[src/rtl/hex_pair_pkg.sv]
// Shared constants and types for the hex pair collector: ASCII code points,
// character classes, FSM states and error codes.
package hex_pair_pkg;

    // ASCII code points used by the classifier
    localparam logic [7:0] ASC_0     = 8'h30;
    localparam logic [7:0] ASC_9     = 8'h39;
    localparam logic [7:0] ASC_A     = 8'h41;
    localparam logic [7:0] ASC_F     = 8'h46;
    localparam logic [7:0] ASC_a     = 8'h61;
    localparam logic [7:0] ASC_f     = 8'h66;
    localparam logic [7:0] ASC_SP    = 8'h20;
    localparam logic [7:0] ASC_CR    = 8'h0D;
    localparam logic [7:0] ASC_LF    = 8'h0A;
    localparam logic [7:0] ASC_COMMA = 8'h2C;

    // Distance between lowercase and uppercase letters
    localparam logic [7:0] ASC_CASE_OFS = 8'h20;

    typedef enum logic [1:0] {
        HEX,
        SEP,
        BAD
    } char_class_e;

    typedef enum logic {
        EMPTY,
        HAVE_HI
    } state_e;

    localparam logic [1:0] ERR_BAD     = 2'd0;
    localparam logic [1:0] ERR_SEP     = 2'd1;
    localparam logic [1:0] ERR_TIMEOUT = 2'd2;
    localparam logic [1:0] ERR_OVF     = 2'd3;

endpackage

[src/rtl/ascii_hex_classify.sv]
// Combinational ASCII classifier: sorts a character into HEX / SEP / BAD and
// folds lowercase hex letters onto their uppercase code.
module ascii_hex_classify
    import hex_pair_pkg::*;
(
    input  logic [7:0]  ch,
    output char_class_e cls,
    output logic [7:0]  norm
);

    // Range checks on the raw code; lowercase a-f shifted down to A-F
    always_comb begin
        cls  = BAD;
        norm = ch;
        if (ch >= ASC_0 && ch <= ASC_9) begin
            cls = HEX;
        end else if (ch >= ASC_A && ch <= ASC_F) begin
            cls = HEX;
        end else if (ch >= ASC_a && ch <= ASC_f) begin
            cls  = HEX;
            norm = ch - ASC_CASE_OFS;
        end else if (ch == ASC_SP || ch == ASC_CR || ch == ASC_LF || ch == ASC_COMMA) begin
            cls = SEP;
        end
    end

endmodule

[src/rtl/hex_pair_collector.sv]
// Groups validated hex characters into high/low pairs and offers each pair
// downstream through a single-entry valid/ready output register. Bad input,
// a separator between the two digits, an abandoned partial pair and a pair
// lost to a full output register are all reported on a one-cycle err pulse.
module hex_pair_collector
    import hex_pair_pkg::*;
#(
    parameter int TIMEOUT_CYCLES = 1_000_000,
    parameter int CNT_W          = 16
)
(
    input  logic             clk,
    input  logic             rst_n,
    input  logic [7:0]       rx_data,
    input  logic             rx_valid,
    output logic [7:0]       char_hi,
    output logic [7:0]       char_lo,
    output logic             pair_valid,
    input  logic             pair_ready,
    output logic             err,
    output logic [1:0]       err_code,
    output logic [CNT_W-1:0] pair_count
);

    localparam int               TMO_W    = $clog2(TIMEOUT_CYCLES);
    localparam logic [TMO_W-1:0] TMO_LAST = TMO_W'(TIMEOUT_CYCLES - 1);

    char_class_e      rx_cls;
    logic [7:0]       rx_norm;

    state_e           state_q, state_d;
    logic [7:0]       hi_q, hi_d;
    logic [TMO_W-1:0] tmo_q, tmo_d;
    logic [7:0]       char_hi_q, char_hi_d;
    logic [7:0]       char_lo_q, char_lo_d;
    logic             pair_valid_q, pair_valid_d;
    logic             err_q, err_d;
    logic [1:0]       err_code_q, err_code_d;
    logic [CNT_W-1:0] pair_count_q, pair_count_d;
    logic             complete;

    ascii_hex_classify u_classify (
        .ch   (rx_data),
        .cls  (rx_cls),
        .norm (rx_norm)
    );

    // Next-state: pair assembly FSM, timeout, output register and handshake
    always_comb begin
        state_d      = state_q;
        hi_d         = hi_q;
        tmo_d        = tmo_q;
        char_hi_d    = char_hi_q;
        char_lo_d    = char_lo_q;
        pair_valid_d = pair_valid_q;
        err_d        = 1'b0;
        err_code_d   = err_code_q;
        pair_count_d = pair_count_q;
        complete     = 1'b0;

        // Downstream acceptance frees the output register
        if (pair_valid_q && pair_ready) begin
            pair_valid_d = 1'b0;
            pair_count_d = pair_count_q + CNT_W'(1);
        end

        // An incoming char always takes priority over a pending timeout
        if (rx_valid) begin
            tmo_d = '0;
            case (state_q)
                EMPTY: begin
                    case (rx_cls)
                        HEX: begin
                            hi_d    = rx_norm;
                            state_d = HAVE_HI;
                        end
                        BAD: begin
                            err_d      = 1'b1;
                            err_code_d = ERR_BAD;
                        end
                        default: ;
                    endcase
                end
                HAVE_HI: begin
                    state_d = EMPTY;
                    case (rx_cls)
                        HEX: complete = 1'b1;
                        SEP: begin
                            hi_d       = ASC_0;
                            err_d      = 1'b1;
                            err_code_d = ERR_SEP;
                        end
                        default: begin
                            hi_d       = ASC_0;
                            err_d      = 1'b1;
                            err_code_d = ERR_BAD;
                        end
                    endcase
                end
                default: state_d = EMPTY;
            endcase
        end else if (state_q == HAVE_HI) begin
            if (tmo_q == TMO_LAST) begin
                state_d    = EMPTY;
                hi_d       = ASC_0;
                tmo_d      = '0;
                err_d      = 1'b1;
                err_code_d = ERR_TIMEOUT;
            end else begin
                tmo_d = tmo_q + TMO_W'(1);
            end
        end

        // Load when the register is empty or being emptied this cycle,
        // otherwise the new pair is dropped and the held one kept
        if (complete) begin
            if (!pair_valid_q || pair_ready) begin
                char_hi_d    = hi_q;
                char_lo_d    = rx_norm;
                pair_valid_d = 1'b1;
            end else begin
                err_d      = 1'b1;
                err_code_d = ERR_OVF;
            end
        end
    end

    // State and output registers; reset drops any pair in flight silently
    always_ff @(posedge clk or negedge rst_n) begin
        if (!rst_n) begin
            state_q      <= EMPTY;
            hi_q         <= ASC_0;
            tmo_q        <= '0;
            char_hi_q    <= ASC_0;
            char_lo_q    <= ASC_0;
            pair_valid_q <= 1'b0;
            err_q        <= 1'b0;
            err_code_q   <= ERR_BAD;
            pair_count_q <= '0;
        end else begin
            state_q      <= state_d;
            hi_q         <= hi_d;
            tmo_q        <= tmo_d;
            char_hi_q    <= char_hi_d;
            char_lo_q    <= char_lo_d;
            pair_valid_q <= pair_valid_d;
            err_q        <= err_d;
            err_code_q   <= err_code_d;
            pair_count_q <= pair_count_d;
        end
    end

    assign char_hi    = char_hi_q;
    assign char_lo    = char_lo_q;
    assign pair_valid = pair_valid_q;
    assign err        = err_q;
    assign err_code   = err_code_q;
    assign pair_count = pair_count_q;

endmodule

[config.mk]
export PLATFORM = sky130hd
export DESIGN_NAME = hex_pair_collector
export DESIGN_NICKNAME = d
export VERILOG_FILES = /design/src/rtl/hex_pair_pkg.sv /design/src/rtl/ascii_hex_classify.sv /design/src/rtl/hex_pair_collector.sv
export SDC_FILE = /design/constraint.sdc
export NUM_CORES = 1
export LEC_CHECK = 0
export CORE_MARGIN = 8
export CORE_UTILIZATION = 45
export DETAILED_ROUTE_END_ITERATION = 7
export PLACE_DENSITY = 0.72
export SETUP_SLACK_MARGIN = 0.05
export SYNTH_ARGS = -nofsm -noshare
export SYNTH_HDL_FRONTEND = slang
export SYNTH_SLANG_ARGS = --single-unit
[constraint.sdc]
create_clock -name clk -period 5.9 [get_ports clk]
set_clock_uncertainty 0.05 [all_clocks]
set_input_delay 1.18 -clock clk [delete_from_list [all_inputs] [get_ports clk]]
set_output_delay 1.18 -clock clk [all_outputs]
set_load 0.02 [all_outputs]
# Word level (Yosys, flattened, before mapping)
# Cells that the tools add are included.
op_classes:
  add_sub_neg: 3
  n_lt_le_gt_ge: 6
  eq_ne: 9
  n_mux: 42
  bitwise: 1
  n_reduce_logical: 14
ops:
  columns: ["cell", "n"]
  rows:
  - ["2-to-1 mux 8 bit", 8]
  - ["2-to-1 mux 20 bit", 3]
  - ["adder 20 x 1 -> 20 bit (second input constant)", 1]
  - ["equality test 20 bit (second input constant)", 1]
  - ["2-to-1 mux 2 bit", 10]
  - ["adder 16 x 1 -> 16 bit (second input constant)", 1]
  - ["equality test 8 x 4 -> 1 bit (second input constant)", 2]
  - ["equality test 8 x 6 -> 1 bit (second input constant)", 2]
  - [">= comparator 8 x 7 -> 1 bit (second input constant)", 2]
  - ["less-or-equal comparator 8 x 7 -> 1 bit (second input constant)", 2]
  - ["2-to-1 mux 1 bit", 16]
  - ["case mux 8 bit (2 select lines)", 1]
  - [">= comparator 8 x 6 -> 1 bit (second input constant)", 1]
  - ["less-or-equal comparator 8 x 6 -> 1 bit (second input constant)", 1]
  - ["case mux 2 bit (2 select lines)", 2]
  - ["subtractor 8 x 6 -> 8 bit (second input constant)", 1]
  - ["inequality test 3 bit (second input constant)", 2]
  - ["logical AND 1 bit", 4]
  - ["logical OR 1 bit", 4]
  - ["case mux 1 bit (2 select lines)", 2]
  - ["AND reduction 4 bit", 1]
  - ["nonzero test 2 bit", 2]
  - ["equality test 2 x 1 -> 1 bit (second input constant)", 1]
  - ["equality test 2 bit (second input constant)", 1]
  - ["4 further kinds", 4]
word_totals:
  reg_bits: 65
  input_bits: 12
  out_inout_bits: 36
  wordCells: 84

# Depth between registers and ports, before layout
# Gate-level depths: netlist (run 1).
depth:
  word_depth: 14
  depth_mapped: 10
  depth_no_buf: 8

# Cells and area by module
# Synthesis (run 1) repeated with hierarchy kept, for this count alone.
hier_totals:
  hier_cells: 320
  area_unflattened_um2: 3373.2
modules_own_cells:
  columns: ["module", "n_inst", "cells_per_inst", "area_per_inst_um2", "seq_area_each_um2"]
  rows:
  - ["hex_pair_collector", 1, 279, 3040.4, 1634.1]
  - ["ascii_hex_classify", 1, 41, 332.8, 0.0]

# Worst setup path before layout (run 1)
# OpenSTA, ideal clock, no wires.
synth_path:
  path_kind: "input-to-reg"
  from: "input rx_data[5]"
  to: "register char_hi_q[0], in the netlist char_hi[0]"
  setup_time_ns: 0.125
  arrival_ns: 2.929
  slack_ns: 2.796
  stages: 10
  path_buffers: 2
  path_cell_list: "buf_6 inv_1 ha_1 nor2b_1 o211ai_1 o21ai_2 o21ai_4 nor3_4 buf_12 mux2_4"
synth_via:
  elab_chain_cells: 13
synth_lines:
  columns: ["item", "line_no", "text"]
  rows:
  - ["from (decl)", "hex_pair_collector.sv:14", "input logic [7:0] rx_data,"]
  - ["branches (longest 7 deep; another with >= comparator 8 x 7 -> 1 bit)", null, null]
  - ["2-to-1 mux 2 bit *", "ascii_hex_classify.sv:15", "if (ch >= ASC_0 && ch <= ASC_9) begin"]
  - ["logical NOT 2 bit *", "hex_pair_collector.sv:86", "case (rx_cls)"]
  - ["2-to-1 mux 1 bit *", "hex_pair_collector.sv:86", null]
  - ["2-to-1 mux 1 bit *", "hex_pair_collector.sv:70", "case (state_q)"]
  - ["2-to-1 mux 1 bit *", "hex_pair_collector.sv:68", "if (rx_valid) begin"]
  - ["AND reduction 2 bit (no source line) *", null, null]
  - ["to (signal assigned)", "hex_pair_collector.sv:144", "char_hi_q <= char_hi_d;"]
  - ["to (decl)", "hex_pair_collector.sv:34", "logic [7:0] char_hi_q, char_hi_d;"]
# Every way passes the cells marked *.
# A chain may end at the register's enable or synchronous reset.

# Worst setup path in the final report (run 1)
layout_path:
  from: "input rx_data[5]"
  to: "register char_lo_q[7], in the netlist char_lo[7]"
layout_via:
  elab_chain_cells: 13
layout_lines:
  columns: ["item", "line_no", "text"]
  rows:
  - ["branches (longest 13 deep; another with >= comparator 8 x 7 -> 1 bit)", null, null]
  - ["to (signal assigned)", "hex_pair_collector.sv:145", "char_lo_q <= char_lo_d;"]
  - ["to (decl)", "hex_pair_collector.sv:35", "logic [7:0] char_lo_q, char_lo_d;"]
# Several ways; the timed one is not identified.

==> results.json, run 1 <==
{
  "io-pin-count": 48,
  "start_util_pct": 46.05,
  "required_ns": 6.06,
  "synth-edff-count": 0,
  "placed_cells": 450,
  "rsz0062_at_grt": "false",
  "post_cts_buffers": 0,
  "synthesis.area_um2": 3322,
  "grt_pass1_vias": 2463,
  "cp-end-kind": "flop",
  "fillCellCount": 649,
  "first_iter_violations": 151,
  "cp_data_arrival_time_ns": 4.09,
  "ant_nets": 0,
  "synthArstFlopShare_pct": 100.0,
  "crit_type": "in2reg",
  "num-nets-final": 379,
  "holdWs_ns": 0.4196,
  "die_h_um": 101.9,
  "clock_sinks": 65,
  "hold_path.class": "reg2reg",
  "area_delta_synth_final_pct": 21.96,
  "startpoint_type": "input port",
  "place_congestion": 0.8345,
  "drc_errors": 0,
  "timing.final.crit_share_pct": 66.56,
  "synth.yosys.warnings": 0,
  "cts_tree": "done",
  "clockBufferDepth": 2,
  "clock_latency_ns": 0.33,
  "place.detailed.hpwl_um": 4866,
  "clk_pin_slew_ns": 0.07,
  "max_cap_viol_count": 0,
  "wl_um": 6782,
  "grt_overflow": 0,
  "numCtsBuffers": 9,
  "root_buffer": "clkbuf_8",
  "final_common_cell": "dfrtp_1",
  "post_cts_resized": 0,
  "core.rowCount": 31,
  "p_leak_nw": 1.705,
  "status": "complete, no violations",
  "grt_max_degree": 66,
  "final.setup.tns_ns": 0,
  "max_freq_mhz": 254.6,
  "vias": 2446,
  "cp_max_fo": 16,
  "setup-violations-final": 0,
  "finalMaxSlewViolations": 0,
  "min_period_ns": 3.927,
  "hold_violations": 0,
  "final_cell_mix": "dfrtp_1 (59), clkdlybuf4s50_1 (46), nor2_1 (40)",
  "track_usage_pct": 14.16,
  "instances_no_fill": 466,
  "synth_seq_cells": 65,
  "h-tree-depth": 3,
  "antenna_found_initial": 0,
  "power.density_nw_per_um2": 330.3,
  "synthDistinctLibCells": 54,
  "synthFlopType": "dfrtp_1",
  "die_area_um2": 10390,
  "grt_pass1_wl_um": 11650,
  "ir_drop_mv": 0.1666,
  "relSlewSlack_pct": 38.62,
  "ctsHoldBuffers": 0,
  "diodes": 0,
  "synth_nets": 331,
  "synthCells": 314,
  "port_buffers": 47,
  "drt-pass1-iter-count": 4,
  "viasPerCell": 5.249,
  "finalPower_mw": 1.338,
  "drive_gt1_share_pct": 13.08,
  "die_w_um": 101.9,
  "synth-seq-area-share_pct": 49.19,
  "core_um2": 7214,
  "syn_avg_cell_area_um2": 10.58,
  "tightest_slew_ns": 0.9177,
  "wl_per_cell_um": 14.55
}
==> Yosys cell counts, types with 6 or more instances <==
cell | count | area (um^2)
mux2_2 | 7 | 78.83
inv_1 | 9 | 33.78
nor2_1 | 40 | 150.1
nand2_1 | 27 | 101.4
xnor2_1 | 17 | 148.9
o2bb2ai_1 | 7 | 61.31
dfrtp_1 | 59 | 1476
nand4_1 | 11 | 68.82
a21oi_1 | 12 | 60.06
nor3_1 | 6 | 30.03
nand3_1 | 12 | 60.06
dfstp_2 | 6 | 157.7
o21ai_0 | 12 | 60.06
xor2_1 | 15 | 131.4
mux2_4 | 9 | 135.1
==> report_power, final <==
part | switching (mW) | internal, mW
Sequential | 0.0585 | 0.531
Combinational | 0.163 | 0.182
Clock | 0.162 | 0.241
Total | 0.384 | 0.954
==> worst max-delay path: stages <==
cell             delay (ns)
clkdlybuf4s50_1        0.60
inv_1                  0.22
ha_1                   0.16
nor2b_1                0.14
o211ai_1               0.14
o21ai_2                0.31
o21ai_4                0.15
nor3_4                 0.76
mux2_2                 0.41
==> metrics by stage <==
| stage | instance area [um^2] | setup WS (ns) | util, % |
|---|---|---|---|
| floorplan | 3322 | 2.796 | - |
| global placement | 3834 | 1.725 | 53.14 |
| detailed placement | 3834 | 1.644 | 53.14 |
| CTS | 4051 | 1.988 | 56.16 |
| global route | 4051 | 1.854 | 56.16 |
| finish | 4051 | 1.973 | 56.16 |
==> cell type report <==
type,instances,area (um^2),area share (%)
well taps,99,123.9,3.057
repair buffers,48,473.0,11.67
multi-input cells,228,1565,38.63
clock inverters,2,35.03,0.8647
clock buffers,14,182.7,4.509
inverters,10,37.54,0.9265
flip-flops and latches,65,1634,40.33
==> cells by family after synthesis <==
logic type	share of synthesized area, %
adder cells (fa/ha/maj)	1.883
AND/OR/NAND/NOR	19.13
buffers and inverters	3.691
flip-flops	49.19
XOR/XNOR	8.437
multiplexers	7.646
AO/OA/AOI/OAI	10.02
==> sequential cells by signal, summed over array words and instances, names as in the netlist <==
name	cells
hi_q	8
state_q	1
char_lo	8
char_hi	8
tmo_q	20
err_code	2
pair_valid	1
err	1
pair_count	16
==> routing by layer <==
layer / GRT usage (%) / vias to the layer above / share of wire, %
met5: 0 / - / 0
li1: - / 1214 / -
met3: 4.087 / 9 / 6.6
met2: 21.38 / 66 / 44
met4: 6.659 / 0 / 1.2
met1: 18.27 / 1157 / 48
==> worst paths after layout <==
kind | cells past startpoint | start | to | slack (ns)
max reg2reg | 6 | tmo_q[3] | hi_q[6] | 3.30
max | 9 | rx_data[5] | char_lo[7] | 1.97
min | 1 | pair_count[15] | pair_count[15] | 0.42
min reg2reg | 1 | pair_count[15] | pair_count[15] | 0.42
min in group asynchronous | 2 | rst_n | char_lo[3] | 0.93
max in group asynchronous | 2 | rst_n | pair_count[8] | 4.32
No activity file was read; power rests on OpenSTA's default activity.
==> inputs of run 2 (changes only) <==
Settings changed: PLACE_DENSITY 0.72 to 0.75.
Clock period 5.9 ns to 3.41 ns, I/O delays scaled along.
==> results.json, run 2 (synthesis results as in run 1) <==
{
  "max_freq_mhz": 351.7,
  "io-pin-count": 48,
  "clockBufferDepth": 2,
  "grt_pass1_wl_um": 11760,
  "relSlewSlack_pct": 58.16,
  "area_delta_synth_final_pct": 24.03,
  "port_buffers": 47,
  "status": "complete, no violations",
  "place.detailed.hpwl_um": 5135,
  "stdcell_area_um2": 4120,
  "path_cells": "clkdlybuf4s50_1 > nor4_1 > a21oi_1 > nor4_4 > o21ai_4 > nor3_4 > buf_4 > mux2_2",
  "max_stage_delay_ns": 0.55,
  "largest_register": "tmo_q",
  "die_area_um2": 10390,
  "drt-pass1-iter-count": 4,
  "place_congestion": 0.9007,
  "timing.final.crit_share_pct": 83.39,
  "setup-violations-final": 0,
  "r2r-start": "tmo_q[3]",
  "grt_overflow": 0,
  "max_cap_viol_count": 0,
  "crit_type": "in2reg",
  "rsz0062_at_grt": "false",
  "path_buf_inv": 2,
  "wl_per_cell_um": 14.94,
  "hold_violations": 0,
  "viasPerCell": 5.255,
  "final_core_util_pct": 57.11,
  "drc_errors": 0,
  "num-nets-final": 391,
  "ant_nets": 0,
  "ctsHoldBuffers": 0,
  "startpoint_type": "input port",
  "final.setup.tns_ns": 0,
  "track_usage_pct": 14.48,
  "cp_data_arrival_time_ns": 3.01,
  "placement.cell_area_um2": 3924,
  "met2_usage_pct": 21.08,
  "cts_tree": "done",
  "ir_drop_mv": 0.2828,
  "p_leak_nw": 1.746,
  "setup.reg_to_reg.worst_slack_ns": 1.17,
  "largest_register_ffs": 20,
  "met1_usage_pct": 19.38,
  "diodes": 0,
  "numCtsBuffers": 9,
  "min_period_ns": 2.844,
  "clk_pin_slew_ns": 0.07,
  "cp_top_family": "simple AND/OR/NAND/NOR gates",
  "antenna_found_initial": 0,
  "h-tree-depth": 3,
  "timing.rr.end": "hi_q[7]",
  "final_common_cell": "dfrtp_1",
  "root_buffer": "clkbuf_8",
  "core.rowCount": 31,
  "pre_cts_slack_ns": 0.2358,
  "clock_sinks": 65,
  "cp-end-kind": "flop",
  "wl_um": 7141,
  "start_util_pct": 46.05,
  "core_um2": 7214,
  "worst_slack_ns": 0.5664,
  "worst_path_max_delay_cell": "clkdlybuf4s50_1",
  "grt_pass1_vias": 2387,
  "finalMaxSlewViolations": 0,
  "die_h_um": 101.9,
  "drive_gt1_share_pct": 15.83,
  "first_iter_violations": 160,
  "finalPower_mw": 2.282,
  "clock_latency_ns": 0.34,
  "die_w_um": 101.9,
  "grt_max_degree": 36,
  "power.density_nw_per_um2": 554.0,
  "final_cell_mix": "dfrtp_1 (59), clkdlybuf4s50_1 (46), nor2_1 (40)",
  "post_cts_resized": 0,
  "required_ns": 3.58,
  "grt_util_met3_pct": 3.474,
  "cp_max_fo": 9,
  "vias": 2512,
  "ff2ff_path_depth": 6,
  "tightest_slew_ns": 0.6211,
  "hold_path.class": "in2async",
  "post_cts_buffers": 0,
  "grt.busiest_layer": "met2"
}
==> run 2: worst max path at each step <==
stage                from         end  cells after the start
6_report       rx_data[3]  char_lo[1]                      8
5_1_grt        rx_data[3]  char_lo[1]                      8
4_1_cts        rx_data[3]  char_lo[1]                      8
3_5_place_dp   rx_data[3]  char_lo[1]                      8
3_3_place_gp   rx_data[6]  char_hi[7]                      9
2_1_floorplan  rx_data[5]  char_hi[0]                     10
==> run 2: cell type report <==
cell class | instances | area, um^2
Clock buffer | 11 | 141.4
Clock inverter | 5 | 55.05
Fill cell | 607 | 3094
Inverter | 10 | 37.54
Multi-Input combinational cell | 228 | 1565
Sequential cell | 65 | 1634
Tap cell | 99 | 123.9
Timing Repair Buffer | 60 | 563.0
==> run 2: routing by layer <==
| layer | vias up | routed length (um) |
|---|---|---|
| met5 | - | 0 |
| li1 | 1235 | - |
| met2 | 61 | 3108 |
| met3 | 14 | 450 |
| met1 | 1202 | 3399 |
| met4 | 0 | 182 |
==> run 2: where the power goes <==
part,switching [mW],internal [mW]
Sequential,0.0956,0.919
Clock,0.294,0.355
Combinational,0.295,0.324
Total,0.684,1.60
==> run 2: metrics by stage <==
stage | std cells | hold slack (ns)
2_1_floorplan | 314 | 0.3364
6_report | 478 | 0.1438
5_1_grt | 478 | 0.1476
3_5_place_dp | 462 | 0.4187
3_3_place_gp | 462 | 0.4116
4_1_cts | 478 | 0.1353
